==> config.mk <==
export PLATFORM = sky130hd
export DESIGN_NAME = rr_arbiter_timeslice
export DESIGN_NICKNAME = d
export VERILOG_FILES = /design/src/rtl/arb_pkg.sv /design/src/rtl/rr_arbiter_timeslice_pick.sv /design/src/rtl/rr_arbiter_timeslice.sv
export SDC_FILE = /design/constraint.sdc
export NUM_CORES = 1
export LEC_CHECK = 0
export ABC_AREA = 0
export ABC_CLOCK_PERIOD_IN_PS = 2380
export CORE_ASPECT_RATIO = 1.4
export CORE_MARGIN = 3
export CORE_UTILIZATION = 40
export CTS_CLUSTER_SIZE = 25
export DETAILED_ROUTE_END_ITERATION = 6
export HOLD_SLACK_MARGIN = 0.05
export PLACE_DENSITY = 0.67
export RECOVER_POWER = 25
export SYNTH_ARGS = -nofsm -noshare
export SYNTH_HDL_FRONTEND = slang
export SYNTH_SLANG_ARGS = --single-unit
==> constraint.sdc <==
create_clock -name clk -period 2.38 [get_ports clk]
set_input_delay 0.357 -clock clk [delete_from_list [all_inputs] [get_ports clk]]
set_output_delay 0.357 -clock clk [all_outputs]
set_load 0.01 [all_outputs]
==> src/rtl/arb_pkg.sv <==
// Shared types and helpers for the time-sliced round-robin arbiter.
// Latency: none (types and pure functions only).
// Backpressure: not applicable; nothing in this file holds state.
package arb_pkg;

    typedef enum logic {
        IDLE  = 1'b0,
        GRANT = 1'b1
    } arb_state_e;

    // Widest requester vector the helper accepts (NUM_REQ legal up to 32).
    localparam int MAX_REQ = 32;

    // Binary index of a one-hot vector. The indices of all set bits are
    // ORed together, so the result is only meaningful for one-hot input.
    function automatic logic [4:0] onehot_to_idx(input logic [MAX_REQ-1:0] oh);
        logic [4:0] idx;
        idx = '0;
        for (int i = 0; i < MAX_REQ; i++) begin
            if (oh[i]) begin
                idx = idx | 5'(i);
            end
        end
        return idx;
    endfunction

endpackage

==> src/rtl/rr_arbiter_timeslice_pick.sv <==
// Rotate-priority picker: first set request after ptr, wrapping, ending at ptr.
// Latency: purely combinational.
// Backpressure: none; found/pick follow req, ptr and excl_ptr directly.
//
// Ports:
//   req      requester vector, bit i = requester i
//   ptr      rotation pointer; the search starts at ptr+1 (mod NUM_REQ)
//   excl_ptr when high, requester ptr is never picked
//   found    high when any eligible request exists
//   pick     one-hot selected requester (zero when found is low)
module rr_pick #(
    parameter  int NUM_REQ = 4,
    localparam int IDX_W   = $clog2(NUM_REQ)
) (
    input  logic [NUM_REQ-1:0] req,
    input  logic [IDX_W-1:0]   ptr,
    input  logic               excl_ptr,
    output logic               found,
    output logic [NUM_REQ-1:0] pick
);

    localparam int             DW       = 2 * NUM_REQ;
    localparam logic [IDX_W-1:0] LAST_IDX = IDX_W'(NUM_REQ - 1);

    logic [NUM_REQ-1:0] excl_mask;
    logic [NUM_REQ-1:0] req_m;
    logic [IDX_W-1:0]   start;
    logic [DW-1:0]      dbl;
    logic [DW-1:0]      dbl_m;
    logic [DW-1:0]      dbl_low;

    assign excl_mask = excl_ptr ? (NUM_REQ'(1) << ptr) : '0;
    assign req_m     = req & ~excl_mask;

    // Explicit wrap keeps non-power-of-two NUM_REQ correct.
    assign start = (ptr == LAST_IDX) ? '0 : ptr + IDX_W'(1);

    // Lower copy covers start..NUM_REQ-1; the unmasked upper copy supplies
    // the wrapped part 0..ptr. Lowest surviving bit is the winner.
    assign dbl     = {req_m, req_m};
    assign dbl_m   = dbl & ({DW{1'b1}} << start);
    assign dbl_low = dbl_m & (~dbl_m + DW'(1));

    assign pick  = dbl_low[NUM_REQ-1:0] | dbl_low[DW-1:NUM_REQ];
    assign found = |req_m;

endmodule

==> src/rtl/rr_arbiter_timeslice.sv <==
// Round-robin arbiter that holds each grant for at most SLICE_CYCLES cycles.
// Latency: one cycle from req to registered gnt; no combinational req->gnt path.
// Backpressure: none; owners drop req to release early, gnt lags by one cycle.
//
// Ports:
//   clk        clock, rising edge
//   reset      asynchronous active-high reset
//   req        request vector, bit i = requester i
//   gnt        registered one-hot grant, zero when idle
//   gnt_valid  high when any gnt bit is set
//   gnt_idx    binary index of the owner, zero when idle
//   slice_last high in the final cycle of the owner's slice
module rr_arbiter_timeslice
    import arb_pkg::*;
#(
    parameter  int NUM_REQ      = 4,
    parameter  int SLICE_CYCLES = 4,
    localparam int IDX_W        = $clog2(NUM_REQ),
    localparam int CNT_W        = $clog2(SLICE_CYCLES + 1)
) (
    input  logic               clk,
    input  logic               reset,
    input  logic [NUM_REQ-1:0] req,
    output logic [NUM_REQ-1:0] gnt,
    output logic               gnt_valid,
    output logic [IDX_W-1:0]   gnt_idx,
    output logic               slice_last
);

    localparam logic [CNT_W-1:0] SLICE_MAX = CNT_W'(SLICE_CYCLES);
    localparam logic [IDX_W-1:0] LAST_IDX  = IDX_W'(NUM_REQ - 1);

    arb_state_e         state_q, state_d;
    logic [IDX_W-1:0]   idx_q, idx_d;      // current owner while in GRANT
    logic [IDX_W-1:0]   last_q, last_d;    // most recent owner, survives IDLE
    logic [CNT_W-1:0]   cnt_q, cnt_d;
    logic [NUM_REQ-1:0] gnt_q, gnt_d;
    logic               slice_last_q, slice_last_d;

    logic [IDX_W-1:0]   pick_ptr;
    logic               pick_excl;
    logic               pick_found;
    logic [NUM_REQ-1:0] pick_oh;
    logic [IDX_W-1:0]   pick_idx;
    logic               owner_req;

    // One picker serves both states: from IDLE search after last owner with
    // everyone eligible; in GRANT search after the owner, excluding it, which
    // covers both the early-release and the slice-expiry hand-over.
    assign pick_ptr  = (state_q == GRANT) ? idx_q : last_q;
    assign pick_excl = (state_q == GRANT);

    rr_pick #(
        .NUM_REQ (NUM_REQ)
    ) u_pick (
        .req      (req),
        .ptr      (pick_ptr),
        .excl_ptr (pick_excl),
        .found    (pick_found),
        .pick     (pick_oh)
    );

    assign pick_idx  = IDX_W'(onehot_to_idx(MAX_REQ'(pick_oh)));
    assign owner_req = req[idx_q];

    always_comb begin
        state_d = state_q;
        idx_d   = idx_q;
        cnt_d   = cnt_q;
        last_d  = last_q;

        if (state_q == IDLE) begin
            if (|req) begin
                state_d = GRANT;
                idx_d   = pick_idx;
                cnt_d   = CNT_W'(1);
            end
        end else begin
            if (!owner_req) begin
                if (pick_found) begin
                    // Hand straight over; no idle cycle between owners.
                    idx_d = pick_idx;
                    cnt_d = CNT_W'(1);
                end else begin
                    state_d = IDLE;
                    idx_d   = '0;
                    cnt_d   = '0;
                end
            end else if (cnt_q == SLICE_MAX) begin
                // Slice spent: rotate if anyone else waits, else renew.
                cnt_d = CNT_W'(1);
                if (pick_found) begin
                    idx_d = pick_idx;
                end
            end else begin
                cnt_d = cnt_q + CNT_W'(1);
            end
        end

        if (state_d == GRANT) begin
            last_d = idx_d;
        end

        gnt_d        = (state_d == GRANT) ? (NUM_REQ'(1) << idx_d) : '0;
        slice_last_d = (state_d == GRANT) && (cnt_d == SLICE_MAX);
    end

    always_ff @(posedge clk or posedge reset) begin
        if (reset) begin
            state_q      <= IDLE;
            idx_q        <= '0;
            last_q       <= LAST_IDX;
            cnt_q        <= '0;
            gnt_q        <= '0;
            slice_last_q <= 1'b0;
        end else begin
            state_q      <= state_d;
            idx_q        <= idx_d;
            last_q       <= last_d;
            cnt_q        <= cnt_d;
            gnt_q        <= gnt_d;
            slice_last_q <= slice_last_d;
        end
    end

    assign gnt        = gnt_q;
    assign gnt_valid  = (state_q == GRANT);
    assign gnt_idx    = idx_q;
    assign slice_last = slice_last_q;

endmodule

==> results of run 1 <==
[power breakdown]
part	switching (W)	leakage (nW)	internal (W)
registers	0.0000686	0.156	0.000336
logic	0.000548	0.384	0.000601
clock network	0.0000642	0.0150	0.0000648
[timing repair]
action,CTS,global route
resized for setup,2,15
endpoints found under the setup margin,3,5
buffers inserted,0,1
pin swaps,1,4
[worst min path at each step]
stage,cells after the start,to
after floorplan,1,cnt_q[0]
after global placement,1,last_q[1]
after detailed placement,1,last_q[1]
after CTS,2,cnt_q[2]
after global routing,1,last_q[1]
final,2,cnt_q[2]
[logic make-up (layout without fill, tap and decap cells)]
family / after synthesis / count (layout) / synth area share, %
compound gates: 24 / 24 / 21.80
fa+ha+maj: 7 / 7 / 9.845
buf+inv: 10 / 34 / 5.063
flops: 13 / 13 / 36.85
mux: 7 / 7 / 9.704
simple gates: 25 / 25 / 16.74
[sequential cells by signal, indices dropped and copies added, names as in the netlist]
name        cells
cnt_q           3
gnt             4
gnt_idx         2
gnt_valid       1
last_q          2
slice_last      1
[per-layer routing]
metal	vias up	track usage [%]	routed length [um]
met2	11	24.41	934
met4	0	10.57	46
li1	360	-	-
met3	4	1.441	60
met1	349	16.27	816
met5	-	0	0
[placed cells by master, fill, tap and decap left out, types with 2 or more instances in the layout]
cell type                         count
sky130_fd_sc_hd__clkdlybuf4s50_1     12
sky130_fd_sc_hd__dfrtp_1             10
sky130_fd_sc_hd__nand2_1              8
sky130_fd_sc_hd__buf_4                8
sky130_fd_sc_hd__inv_1                6
sky130_fd_sc_hd__nor2_1               4
sky130_fd_sc_hd__a21o_1               4
sky130_fd_sc_hd__inv_2                3
sky130_fd_sc_hd__mux2_2               3
sky130_fd_sc_hd__and2_1               3
sky130_fd_sc_hd__ha_1                 3
sky130_fd_sc_hd__clkbuf_4             3
sky130_fd_sc_hd__mux2i_4              2
sky130_fd_sc_hd__o21ai_0              2
sky130_fd_sc_hd__a21boi_2             2
sky130_fd_sc_hd__a21oi_1              2
sky130_fd_sc_hd__o311a_1              2
sky130_fd_sc_hd__ha_2                 2
sky130_fd_sc_hd__ha_4                 2
sky130_fd_sc_hd__dfstp_2              2
[area by class of cell]
| cell class | instances | area, um2 |
|---|---|---|
| repair buffers | 21 | 190.2 |
| inverters | 9 | 33.78 |
| multi-input cells | 63 | 611.8 |
| clock buffers | 4 | 26.28 |
| flip-flops and latches | 13 | 329.1 |
| fillers | 176 | 827.0 |
| well taps | 21 | 26.28 |
[stage by stage]
stage               power [W]  hold slack, ps  setup slack [ps]
global placement     0.001372           502.6             38.05
detailed placement   0.001398           511.6            -27.84
CTS                  0.001552           402.6             23.03
floorplan            0.001089           232.5             33.01
finish               0.001681           531.4             59.47
global route         0.001818           551.9            -28.63
==> out/qor.yml, run 1 <==
critical_path:
  startpoint_type: "flip-flop"
  reg2regPathDepth: 9
  critPathCapture: "gnt[1]"
  cp-end-kind: "flip-flop"
  crit_path_start: "gnt_valid"
  worstPathBufferInverterCount: 2
  cp_data_arrival_time_ps: 2530
  timing.critical_path.fanout_max: 6
  biggest_cell_delay_along_the_critical_path_ps: 450
  timing.critical_path.required_ps: 2590
  worst_path_max_delay_cell: "sky130_fd_sc_hd__dfrtp_2"
  critical_path.cell_chain: "mux2i_4 -> inv_2 -> ha_2 -> a21bo_4 -> nor4b_4 -> a21o_1 -> a221o_1 -> inv_2 -> o311a_1"
  timing.setup.critical_path_class: "reg -> reg"
  rr_startpoint: "gnt_valid"
  cell_repeated_most_along_the_worst_path: "sky130_fd_sc_hd__inv_2"
  cp_num_cells: 9
  cpLargestDelayFamily: "compound AO/OA/AOI/OAI gates"
  crit-reg2reg-capture: "gnt[1]"
  r2r_slack_ps: 60
synth:
  synthFlopType: "sky130_fd_sc_hd__dfrtp_1"
  synth.area.top_cells: "sky130_fd_sc_hd__dfrtp_1 (31%), sky130_fd_sc_hd__ha_1 (9.8%), sky130_fd_sc_hd__dfstp_2 (5.9%)"
  netlist.area_leader.share_pct: 30.94
  yosysWarningCount: 0
  syn_inst: 86
  synth-edff-count: 0
  synth_sequential_area_ratio_pct: 36.85
  postSynthAreaPerCell_um2: 10.34
  cell_type_with_the_highest_aggregate_area_in_the_netlist: "sky130_fd_sc_hd__dfrtp_1"
  syn-cell-area_um2: 889.6
  ys_async_sr_fraction_pct: 100.0
  postSynthNetCount: 99
  most_common_cell_in_the_netlist: "sky130_fd_sc_hd__dfrtp_1"
  yosys-top-cells-count: "sky130_fd_sc_hd__dfrtp_1 (11), sky130_fd_sc_hd__inv_1 (8), sky130_fd_sc_hd__nand2_1 (8)"
  yosys_register_bits: 13
  yosys.cell_types.count: 37
clock_network:
  clock-sinks: 13
  cts_made_buffers: 3
  tritoncts: "done"
  cts.clk_slew.worst_paths_ps: 70
  ctsHoldBuffers: 0
  ctsHtreeMaxLevel: 1
  clkLatencyLatePin_ps: 270
  ctsRootBufferMaster: "sky130_fd_sc_hd__clkbuf_4"
  cts-root-to-sink-buffers: 2
sta:
  report.final.setup_viol: 0
  relSlewSlack_pct: 68.80
  timing_max_transition_violations_final: 0
  setup_total_negative_slack_ps: 0
  timing_worst_slew_pin_value_ps: 467.4
  rsz0062_at_grt: "true"
  post_route_clock_skew_ps: 0.9116
  hold_viol_final: 0
  final.period_utilization_pct: 97.50
  fin_crit_ps: 2321
  fmax_mhz: 430.9
cells_and_area:
  finish.cell_count_without_fillers: 131
  syn_to_final_growth_pct: 36.85
  utilization_pct: 59.55
  drive_above_1_share_pct: 36.36
  fin_nets: 124
  n_antenna_cell: 0
  final_design_area_no_fill_um2: 1217
global_routing:
  overflow_after_grt: 0
  grt_pass1_wl_um: 2953
  grt_usage_pct: 14.38
  antenna_violations_before_repair: 0
  grt_max_degree: 14
  first_global_vias: 735
power_and_ir_drop:
  power.density_cell_area_nw_per_um2: 1381
  power.ir.vdd_worst_mv: 1.036
  total_leakage_power_nw: 0.5557
drt:
  number_of_design_rule_violations_left_after_detail_routing: 0
  vias: 724
  drt_iter0_drc: 21
  post_drt_wl_per_cell_um: 14.17
  wl_um: 1856
  avgViaCountPerCell: 5.527
  detail_route.first_pass.iterations: 4
  number_of_nets_with_antenna_violations_after_detailed_routing: 0
floorplan:
  die_h_um: 61.80
  floorplan.initialDensity_pct: 43.51
  top_level_ports: 14
  core_um2: 2044
  chipWidth_um: 45.86
  die_area_um2: 2834
  num_rows: 19
placed_design:
  post_detailed_placement_half_perimeter_wirelength_um: 1510
  io_buffers: 13
  gp_congestion: 0.8272
  postPlaceCellArea_um2: 1100
  dpl.cell_count: 126
run_status:
  status: "complete, no violations"
run:
  timing.max_cap.violations: 0
min_path:
  worstHoldPathType: "in -> async"
Note: power is estimated with default switching activity, not from simulation.
==> inputs of run 2 (changes only) <==
--- a/config.mk
+++ b/config.mk
@@ -12,6 +12,7 @@
 export CORE_UTILIZATION = 40
 export CTS_CLUSTER_SIZE = 25
 export DETAILED_ROUTE_END_ITERATION = 6
+export GPL_ROUTABILITY_DRIVEN = 1
 export HOLD_SLACK_MARGIN = 0.05
 export PLACE_DENSITY = 0.67
 export RECOVER_POWER = 25
==> results of run 2 <==
The final DEF is identical to that of run 1; final timing and power are the same.
==> inputs of run 3 (changes only) <==
--- a/config.mk
+++ b/config.mk
@@ -5,7 +5,7 @@
 export SDC_FILE = /design/constraint.sdc
 export NUM_CORES = 1
 export LEC_CHECK = 0
-export ABC_AREA = 0
+export ABC_AREA = 1
 export ABC_CLOCK_PERIOD_IN_PS = 2380
 export CORE_ASPECT_RATIO = 1.4
 export CORE_MARGIN = 3
@@ -14,7 +14,7 @@
 export DETAILED_ROUTE_END_ITERATION = 6
 export GPL_ROUTABILITY_DRIVEN = 1
 export HOLD_SLACK_MARGIN = 0.05
-export PLACE_DENSITY = 0.67
+export PLACE_DENSITY = 0.66
 export RECOVER_POWER = 25
 export SYNTH_ARGS = -nofsm -noshare
 export SYNTH_HDL_FRONTEND = slang
==> out/qor.yml, run 3 <==
floorplan:
  floorplan.initialDensity_pct: 43.68  # +0.17 points
  top_level_ports: 14  # unchanged
  num_rows: 20  # +1
  chipWidth_um: 48.15  # +5.0%
  die_area_um2: 3130  # +10%
  die_h_um: 65.01  # +5.2%
  core_um2: 2277  # +11%
placed_design:
  gp_congestion: 0.7831  # -5.3%
  io_buffers: 13  # unchanged
  post_detailed_placement_half_perimeter_wirelength_um: 1666  # +10%
clock_network:
  ctsHtreeMaxLevel: 1  # unchanged
  ctsRootBufferMaster: "sky130_fd_sc_hd__clkbuf_4"
  cts_made_buffers: 3  # unchanged
  clkLatencyLatePin_ps: 260  # about the same
  cts.clk_slew.worst_paths_ps: 70  # about the same
  clock-sinks: 13  # unchanged
  tritoncts: "done"
  cts-root-to-sink-buffers: 2  # unchanged
critical_path:
  crit-reg2reg-capture: "gnt[1]"
  cp-end-kind: "flip-flop"
  rr_startpoint: "gnt_valid"
  startpoint_type: "flip-flop"
  cpLargestDelayFamily: "simple AND/OR/NAND/NOR gates"
  worst_path_max_delay_cell: "sky130_fd_sc_hd__dfrtp_1"
  r2r_slack_ps: 280  # +220 ps
  reg2regPathDepth: 14  # +5
  timing.setup.critical_path_class: "reg -> reg"
  critical_path.cell_chain: "inv_2 -> nor2_1 -> nor2_2 -> inv_1 -> ha_1 -> nand2_1 -> nand2_1 -> nand2_4 -> inv_2 -> nand2_4 -> nand2_1 -> a21oi_2 -> nand3_1 -> nor2_1"
  cell_repeated_most_along_the_worst_path: "sky130_fd_sc_hd__nand2_1"
  worstPathBufferInverterCount: 3  # +1
  biggest_cell_delay_along_the_critical_path_ps: 470  # +20 ps
  cp_data_arrival_time_ps: 2290  # -240 ps
  timing.critical_path.required_ps: 2570  # -20 ps
  timing.critical_path.fanout_max: 9  # +3
sta:
  timing_worst_slew_pin_value_ps: 460.8  # -6.588 ps
  relSlewSlack_pct: 69.24  # +0.44 points
  final.period_utilization_pct: 88.14  # -9.4 points
  post_route_clock_skew_ps: 4.741  # +3.830 ps
  hold_viol_final: 0  # unchanged
  fmax_mhz: 476.7  # +11%
  fin_crit_ps: 2098  # -222.8 ps
  rsz0062_at_grt: "false"
  report.final.setup_viol: 0  # unchanged
  setup_total_negative_slack_ps: 0  # unchanged
  timing_max_transition_violations_final: 0  # unchanged
drt:
  number_of_design_rule_violations_left_after_detail_routing: 0  # unchanged
  post_drt_wl_per_cell_um: 10.80  # -24%
  number_of_nets_with_antenna_violations_after_detailed_routing: 0  # unchanged
  vias: 820  # +13%
  detail_route.first_pass.iterations: 3  # -1
  drt_iter0_drc: 9  # -57%
  wl_um: 1933  # +4.1%
  avgViaCountPerCell: 4.581  # -17%
min_path:
  holdCritStartpoint: "last_q[1]"
  holdPathEnd: "last_q[1]"
  worst_hold_path.num_cells: 2
  worstHoldPathType: "reg -> reg"
power_and_ir_drop:
  power.ir.vdd_worst_mv: 0.7478  # -28%
  total_leakage_power_nw: 0.6634  # +19%
  power.density_cell_area_nw_per_um2: 1445  # +4.6%
cells_and_area:
  mostFrequentLayoutCell: "sky130_fd_sc_hd__nand2_1"
  num-fill-cells: 226  # +28%
  syn_to_final_growth_pct: 20.50
  regArea_um2: 327.8  # -0.38%
  n_antenna_cell: 0  # unchanged
  drive_above_1_share_pct: 23.97  # -12 points
  layout.cells.most_common_list: "sky130_fd_sc_hd__nand2_1 (32), sky130_fd_sc_hd__inv_1 (19), sky130_fd_sc_hd__clkdlybuf4s50_1 (12)"
  utilization_pct: 52.64  # -6.9 points
  fin_nets: 160  # +29%
  largest_register_ffs: 4  # unchanged
  multi_input_area_um2: 564.3  # -7.8%
global_routing:
  grt_usage_pct: 14.62  # +0.24 points
  overflow_after_grt: 0  # unchanged
  antenna_violations_before_repair: 0  # unchanged
  grt_max_degree: 14  # unchanged
  grt_pass1_wl_um: 3284  # +11%
  first_global_vias: 804  # +9.4%
synth:
  synth-edff-count: 0  # unchanged
  ys_async_sr_fraction_pct: 100.0  # unchanged
  yosys-top-cells-count: "sky130_fd_sc_hd__nand2_1 (32), sky130_fd_sc_hd__inv_1 (19), sky130_fd_sc_hd__dfrtp_1 (11)"
  postSynthNetCount: 141  # +42%
  cell_type_with_the_highest_aggregate_area_in_the_netlist: "sky130_fd_sc_hd__dfrtp_1"
  most_common_cell_in_the_netlist: "sky130_fd_sc_hd__nand2_1"
  yosys_register_bits: 13  # unchanged
  syn_inst: 128  # +49%
  syn-cell-area_um2: 994.7  # +12%
  synthFlopType: "sky130_fd_sc_hd__dfrtp_1"
  synth_sequential_area_ratio_pct: 32.96  # -3.9 points
  yosys.cell_types.count: 23  # -38%
  postSynthAreaPerCell_um2: 7.771  # -25%
  yosysWarningCount: 0  # unchanged
  netlist.area_leader.share_pct: 27.67  # -3.3 points
  synth.area.top_cells: "sky130_fd_sc_hd__dfrtp_1 (28%), sky130_fd_sc_hd__nand2_1 (12%), sky130_fd_sc_hd__ha_1 (8.8%)"
run_status:
  status: "complete, no violations"
run:
  timing.max_cap.violations: 0  # unchanged
-- run 3: changes by cell type in the layout (fill, tap and decap cells not counted), moves of 4 or more --
cell	delta
sky130_fd_sc_hd__a21o_1	-4
sky130_fd_sc_hd__buf_4	-6
sky130_fd_sc_hd__ha_1	+4
sky130_fd_sc_hd__inv_1	+13
sky130_fd_sc_hd__nand2_1	+24
sky130_fd_sc_hd__nand2_4	+7
sky130_fd_sc_hd__nand3_1	+6
sky130_fd_sc_hd__nand3_2	+5
sky130_fd_sc_hd__nor2_1	+5
sky130_fd_sc_hd__nor2_2	+4
-- run 3: metrics by stage --
| step | instance area, um2 | hold WS (ps) | power (W) | std cells | worst slack (ps) |
|---|---|---|---|---|---|
| floorplan | 994.7 | 232.5 | 0.001304 | 128 | 263.2 |
| global placement | 1170 | 455.4 | 0.001597 | 175 | 294.9 |
| detailed placement | 1170 | 458.3 | 0.001620 | 175 | 205.7 |
| CTS | 1196 | 419.7 | 0.001759 | 179 | 183.2 |
| global route | 1199 | 487.6 | 0.001914 | 179 | 19.44 |
| finish | 1199 | 467.4 | 0.001732 | 179 | 282.3 |
-- run 3: worst max-delay path by stage --
stage / end / slack, ps / depth (start not counted) / startpoint
floorplan: gnt[2] / 260 / 14 / gnt_valid
global placement: gnt[3] / 290 / 14 / gnt_valid
detailed placement: gnt[1] / 210 / 14 / gnt_valid
CTS: gnt[1] / 180 / 14 / gnt_valid
global route: gnt[0] / 20 / 16 / gnt_valid
finish: gnt[1] / 280 / 14 / gnt_valid
-- run 3: routing by layer --
layer  vias up  routed length [um]  GRT usage, %
li1        431                   -             -
met1       376                 779         15.85
met2        11                1045         25.49
met3         2                  79         2.222
met4         0                  28         7.071
met5         -                   0             0
-- run 3: cell families after synthesis --
group	after synthesis	synth area share, %
AO/OA/AOI/OAI	10	6.164
flip-flops	13	32.96
buffers and inverters	26	10.57
AND/OR/NAND/NOR	71	40.63
adder cells (fa/ha/maj)	7	8.805
XOR/XNOR	1	0.8807
-- run 3: tightest hold or removal path: cells and delay by family, from the launching register on --
family	cells	cell delay [ps]
AND/OR/NAND/NOR	2	100
flip-flops	1	370
-- run 3: cell type report --
| type | instances | area share, % |
|---|---|---|
| Clock buffer | 4 | 2.192 |
| Timing Repair Buffer | 15 | 12.11 |
| Sequential cell | 13 | 27.35 |
| Multi-Input combinational cell | 89 | 47.08 |
| Inverter | 25 | 7.829 |
| Tap cell | 33 | 3.445 |
-- run 3: power breakdown --
| part | leakage [nW] | internal, W | switching (W) |
|---|---|---|---|
| registers | 0.157 | 0.000335 | 0.0000741 |
| clock network | 0.0150 | 0.0000647 | 0.0000603 |
| logic | 0.491 | 0.000474 | 0.000725 |
| total | 0.663 | 0.000873 | 0.000859 |
-- run 3: repair_timing --
item	in CTS	in global routing
setup endpoints to repair	0	6
hold buffers	0	0
gates resized for setup	0	1
setup buffers	0	0
